### src/rtl/pcie2_x1_evt_pkg.sv
// rtl/pcie2_x1_evt_pkg.sv - shared defaults and helpers for the event statistics stage
//
// Holds the default event/counter widths and a clog2 helper (minimum result 1)
// used to size the read-select field from the event width.
package pcie2_x1_evt_pkg;

  localparam int EVT_WIDTH_DEF = 4;
  localparam int EVT_CNT_W_DEF = 8;

  // Smallest w >= 1 with 2**w >= n; a 1-bit select is kept even for n <= 2.
  function automatic int evt_clog2(input int n);
    int w;
    w = 1;
    while ((1 << w) < n) w++;
    return w;
  endfunction

endpackage

### src/rtl/pcie2_x1_evt_ctr.sv
// rtl/pcie2_x1_evt_ctr.sv - one saturating event counter with clear-plus-increment
//
// Ports:
//   s_clk - slow-domain clock
//   rst   - synchronous active-high reset
//   clr   - clear this counter this cycle
//   inc   - rising edge seen this cycle
//   cnt   - current count (saturates at all-ones, never wraps)
//   sat   - count is all-ones
module pcie2_x1_evt_ctr
  import pcie2_x1_evt_pkg::*;
#(
  parameter int CNT_W = EVT_CNT_W_DEF
) (
  input  logic             s_clk,
  input  logic             rst,
  input  logic             clr,
  input  logic             inc,
  output logic [CNT_W-1:0] cnt,
  output logic             sat
);

  localparam logic [CNT_W-1:0] CNT_ONE = {{(CNT_W-1){1'b0}}, 1'b1};

  assign sat = &cnt;

  always_ff @(posedge s_clk) begin
    if (rst) begin
      cnt <= '0;
    end else if (clr) begin
      // An event landing in the clear cycle becomes the first count.
      cnt <= inc ? CNT_ONE : '0;
    end else if (inc && !sat) begin
      cnt <= cnt + CNT_ONE;
    end
  end

endmodule

### src/rtl/pcie2_x1_evt_stat.sv
// rtl/pcie2_x1_evt_stat.sv - rising-edge event counters with read/clear port and saturation irq
//
// Ports:
//   s_clk     - slow-domain clock
//   rst       - synchronous active-high reset
//   evt_in    - synchronized event levels, one per bit
//   rd_req    - single-cycle read strobe; rd_sel/rd_clr sampled with it
//   rd_sel    - counter index (out-of-range reads return zero)
//   rd_clr    - clear the selected counter after reading it
//   rd_ack    - read response valid, one cycle after rd_req
//   rd_data   - counter value as it was in the request cycle
//   rd_sat    - selected counter was saturated in the request cycle
//   evt_pulse - registered one-cycle rising-edge pulses
//   irq       - registered OR of all saturation flags
module pcie2_x1_evt_stat
  import pcie2_x1_evt_pkg::*;
#(
  parameter int WIDTH = EVT_WIDTH_DEF,
  parameter int CNT_W = EVT_CNT_W_DEF,
  parameter int SEL_W = evt_clog2(WIDTH)
) (
  input  logic             s_clk,
  input  logic             rst,
  input  logic [WIDTH-1:0] evt_in,
  input  logic             rd_req,
  input  logic [SEL_W-1:0] rd_sel,
  input  logic             rd_clr,
  output logic             rd_ack,
  output logic [CNT_W-1:0] rd_data,
  output logic             rd_sat,
  output logic [WIDTH-1:0] evt_pulse,
  output logic             irq
);

  logic [WIDTH-1:0] prev;
  logic [WIDTH-1:0] rise;
  logic [WIDTH-1:0] clr_hit;
  logic [WIDTH-1:0] sat_vec;
  logic [CNT_W-1:0] cnt_arr [WIDTH];
  logic [CNT_W-1:0] sel_data;
  logic             sel_sat;

  assign rise = evt_in & ~prev;

  for (genvar i = 0; i < WIDTH; i++) begin : g_ctr
    assign clr_hit[i] = rd_req & rd_clr & (rd_sel == SEL_W'(i));

    pcie2_x1_evt_ctr #(
      .CNT_W (CNT_W)
    ) u_ctr (
      .s_clk (s_clk),
      .rst   (rst),
      .clr   (clr_hit[i]),
      .inc   (rise[i]),
      .cnt   (cnt_arr[i]),
      .sat   (sat_vec[i])
    );
  end

  // Select mux over the pre-update counter values; indices past WIDTH match
  // nothing and fall through to zero.
  always_comb begin
    sel_data = '0;
    sel_sat  = 1'b0;
    for (int i = 0; i < WIDTH; i++) begin
      if (rd_sel == SEL_W'(i)) begin
        sel_data = cnt_arr[i];
        sel_sat  = sat_vec[i];
      end
    end
  end

  always_ff @(posedge s_clk) begin
    if (rst) begin
      prev      <= '0;
      evt_pulse <= '0;
      rd_ack    <= 1'b0;
      rd_data   <= '0;
      rd_sat    <= 1'b0;
      irq       <= 1'b0;
    end else begin
      prev      <= evt_in;
      evt_pulse <= rise;
      rd_ack    <= rd_req;
      irq       <= |sat_vec;
      // Response data holds between reads.
      if (rd_req) begin
        rd_data <= sel_data;
        rd_sat  <= sel_sat;
      end
    end
  end

endmodule

### config.mk
export PLATFORM = sky130hd
export DESIGN_NAME = pcie2_x1_evt_stat
export DESIGN_NICKNAME = d
export VERILOG_FILES = /design/src/rtl/pcie2_x1_evt_pkg.sv /design/src/rtl/pcie2_x1_evt_ctr.sv /design/src/rtl/pcie2_x1_evt_stat.sv
export SDC_FILE = /design/constraint.sdc
export NUM_CORES = 1
export LEC_CHECK = 0
export ABC_AREA = 1
export CORE_UTILIZATION = 45
export CTS_CLUSTER_SIZE = 30
export DETAILED_ROUTE_END_ITERATION = 6
export GPL_TIMING_DRIVEN = 0
export HOLD_SLACK_MARGIN = 0.05
export PLACE_DENSITY = 0.7
export SETUP_SLACK_MARGIN = 0.15
export SYNTH_ARGS = -nofsm -noshare
export SYNTH_HDL_FRONTEND = slang
export SYNTH_SLANG_ARGS = --single-unit
### constraint.sdc
create_clock -name s_clk -period 1.3 [get_ports s_clk]
set_clock_uncertainty 0.05 [all_clocks]
set_input_delay 0.26 -clock s_clk [delete_from_list [all_inputs] [get_ports s_clk]]
set_output_delay 0.26 -clock s_clk [all_outputs]
set_load 0.1 [all_outputs]
==> impl_metrics.env <==
export IMPL_outcome="complete, but fails checks"
export IMPL_violations="negative setup slack"
export IMPL_worst_slack_ps=-136
export IMPL_path_class="register to register"
export IMPL_clkPwrFrac_pct=28.0
export IMPL_clkSlewWorstSetupHoldPaths_ps=100
export IMPL_die_h_um=77.1
export IMPL_cts_sink_count=51
export IMPL_slew_violations=0
export IMPL_place_congestion=0.884
export IMPL_period_share_pct=110
export IMPL_vdd_drop_max_v=0.000588
export IMPL_cts_root_buffer="clkbuf_8"
export IMPL_synth_edff_count=0
export IMPL_cts_max_level=2
export IMPL_intPower_mw=2.28
export IMPL_postLayoutCellArea_mm2=0.00388
export IMPL_cts_tree="done"
export IMPL_r2r_start="g_ctr[2].u_ctr.cnt[0]$_SDFFE_PP0P_"
export IMPL_antennaDiodeCount=0
export IMPL_pwr_share_comb_pct=22.4
export IMPL_hold_class="primary input to register"
export IMPL_cap_violations=0
export IMPL_r2r_cells=7
export IMPL_ant_nets=0
export IMPL_layout_drive_gt1_share_pct=49.8
export IMPL_crit_family="flip-flops"
export IMPL_io_pins=25
export IMPL_syn_nets=368
export IMPL_num_rows=26
export IMPL_hold_viol=0
export IMPL_drt_total_wl_um=7490
export IMPL_drt_initial_drc_count=149
export IMPL_nets=429
export IMPL_p_leak_nw=1.44
export IMPL_period_needed_ps=1440
export IMPL_rsz0062_at_grt="yes"
export IMPL_arrival_ps=1620
export IMPL_async_flop_share_pct=0
export IMPL_synth_area_leader_cell="dfxtp_1"
export IMPL_worst_path_most_repeated_cell="buf_4"
export IMPL_crit_path_top_delay_cell="dfxtp_4"
export IMPL_vias=2638
export IMPL_worst_path_buf_inv=2
export IMPL_ys_seq_area_share_pct=40.2
export IMPL_gr_total_overflow=0
export IMPL_fin_setup_tns_ps=-1290
export IMPL_grt_max_degree=16
export IMPL_power_density_mw_per_mm2=871
export IMPL_clock_fmax_ghz=0.696
export IMPL_dpl_hpwl_um=4720
export IMPL_syn_avg_cell_area_um2=7.18
export IMPL_grt_use_total_pct=25.1
export IMPL_p_seq_share_pct=49.6
export IMPL_die_w_um=77.1
export IMPL_finalSetupViolations=24
export IMPL_crit_chain="ha_4, nand2_4, nor2_4, nand3_4, buf_4, buf_4, a41oi_2"
export IMPL_slew_headroom_pct=53.3
export IMPL_final_cells=486
export IMPL_drc=0
export IMPL_hold_buffers=0
export IMPL_tightest_slew_ps=700
export IMPL_coreArea_mm2=0.00527
export IMPL_power_switching_mw=1.10
export IMPL_crit_required_ps=1480
export IMPL_grt_pass1_vias=2543
export IMPL_rrSetupSlack_ps=-140
export IMPL_end_kind="register"
export IMPL_ys_warnings_count=0
export IMPL_area_growth_pct=52.6
export IMPL_ys_ff_latch=51
export IMPL_cpPeakStageDelay_ps=390
export IMPL_clockBufferDepth=2
export IMPL_insertion_delay_ps=310
export IMPL_dr_pass1_iters=4
export IMPL_sw_frac_of_total_pct=32.5
export IMPL_post_dp_cell_area_mm2=0.00300
export IMPL_cp_endpoint="irq$_SDFF_PP0_"
export IMPL_yosysMostFrequentCell="nand2_1"
export IMPL_grt_pass1_wl_um=11700
export IMPL_cts_made_buffers=5
export IMPL_r2r_end="irq$_SDFF_PP0_"
export IMPL_antenna_found_initial=0
export IMPL_syn_inst=354
export IMPL_cp_start_kind="register"
export IMPL_syn_cell_area_mm2=0.00254
export IMPL_portBuffers=21
export IMPL_wl_per_cell_um=15.4
export IMPL_synth_cell_types=33
export IMPL_crit_fanout=4
export IMPL_synthTopCellsByArea="dfxtp_1 (40%), nand2_1 (8.3%), nor2_1 (7.1%), o21ai_0 (5.9%), inv_1 (5.2%)"
export IMPL_synth_ff_type="dfxtp_1"
export IMPL_yosysTopAreaCellShare_pct=40.2
export IMPL_cp_depth=7
export IMPL_viasPerCell=5.43
export IMPL_die_area_mm2=0.00595
export IMPL_synth_common_cells="nand2_1 (56), dfxtp_1 (51), nor2_1 (48)"
export IMPL_startpoint="g_ctr[2].u_ctr.cnt[0]$_SDFFE_PP0P_"
export IMPL_start_util_pct=48.2
export IMPL_dp_cells=445
==> sequential cells by signal, summed over array words and instances, names as in the netlist <==
register         flops
irq                  1
evt_pulse            4
rd_ack               1
rd_sat               1
prev                 4
g_ctr.u_ctr.cnt     32
rd_data              8
==> worst reg2reg max path, cell delays in order, from the launching register on <==
cell     delay [ps]
dfxtp_4         390
ha_4            150
nand2_4          70
nor2_4          140
nand3_4         130
buf_4           160
buf_4           120
a41oi_2         140
==> repair_timing <==
item,CTS,global route
setup endpoints to repair,57,56
gates resized for setup,186,61
pin swaps,19,19
gates cloned,1,0
setup buffers,26,6
==> power groups by stage <==
stage                     Sequential (mW)  Combinational [mW]  Clock, mW
after global placement               1.71               0.528          0
after floorplan                      1.87               0.245          0
final                                1.68               0.756      0.944
after CTS                            1.68               0.674      0.951
after global routing                 1.68               0.803      0.998
after detailed placement             1.71               0.536          0
==> through the flow <==
step	worst slack [ps]	util, %	hold slack (ps)	total power, mW
floorplan	6.69	-	335	2.11
global placement	-471	56.9	350	2.24
detailed placement	-493	56.9	358	2.25
CTS	-58.9	68.2	233	3.30
global route	-210	73.6	250	3.48
finish	-136	73.6	242	3.38
==> kinds of logic after synthesis <==
kind of cell / after synthesis / share of synthesized area (%)
XOR/XNOR: 2 / 0.689
AO/OA/AOI/OAI: 82 / 18.1
adder cells (fa/ha/maj): 4 / 1.97
AND/OR/NAND/NOR: 162 / 30.7
flip-flops: 51 / 40.2
buffers and inverters: 53 / 8.37
==> final cells by class <==
cell class,count,area (um2)
sequential,51,1080
buffer,7,41.3
fill,399,1390
inverter,46,185
timing repair buffer,54,637
clock inverter,3,15.0
tap,70,87.6
clock buffer,5,68.8
multi-input combinational,250,1760
==> worst min path at each step <==
| stage | from | to | slack [ps] | depth (start not counted) |
|---|---|---|---|---|
| 2_1_floorplan | evt_in[2] | prev[2]$_SDFF_PP0_ | 330 | 2 |
| 3_3_place_gp | prev[1]$_SDFF_PP0_ | evt_pulse[1]$_SDFF_PP0_ | 350 | 1 |
| 3_5_place_dp | prev[3]$_SDFF_PP0_ | evt_pulse[3]$_SDFF_PP0_ | 360 | 1 |
| 4_1_cts | rd_req | rd_ack$_SDFF_PP0_ | 230 | 3 |
| 5_1_grt | rd_req | rd_ack$_SDFF_PP0_ | 250 | 3 |
| 6_report | rd_req | rd_ack$_SDFF_PP0_ | 240 | 3 |
==> cell usage in the layout (no fill, tap or decap), drive strengths merged <==
master / instances
a211oi: 6
a21boi: 2
a21oi: 25
a31oi: 6
a41oi: 1
buf: 52
clkbuf: 9
clkdlybuf4s50: 4
clkinv: 3
dfxtp: 51
dlygate4sd2: 1
ha: 4
inv: 46
nand2: 68
nand3: 19
nand4: 5
nor2: 58
nor3: 10
nor3b: 2
o211ai: 2
o21ai: 35
o21bai: 1
o22ai: 4
xor2: 2
==> layer usage <==
metal / track usage [%] / part of all wire [%] / up-vias
met3: 4.05 / 3.9 / 13
met5: 0 / 0 / -
li1: - / - / 1289
met1: 31.6 / 43 / 1277
met4: 9.62 / 1.9 / 0
met2: 42.6 / 51 / 59
Power figures use the tool's default switching activity.
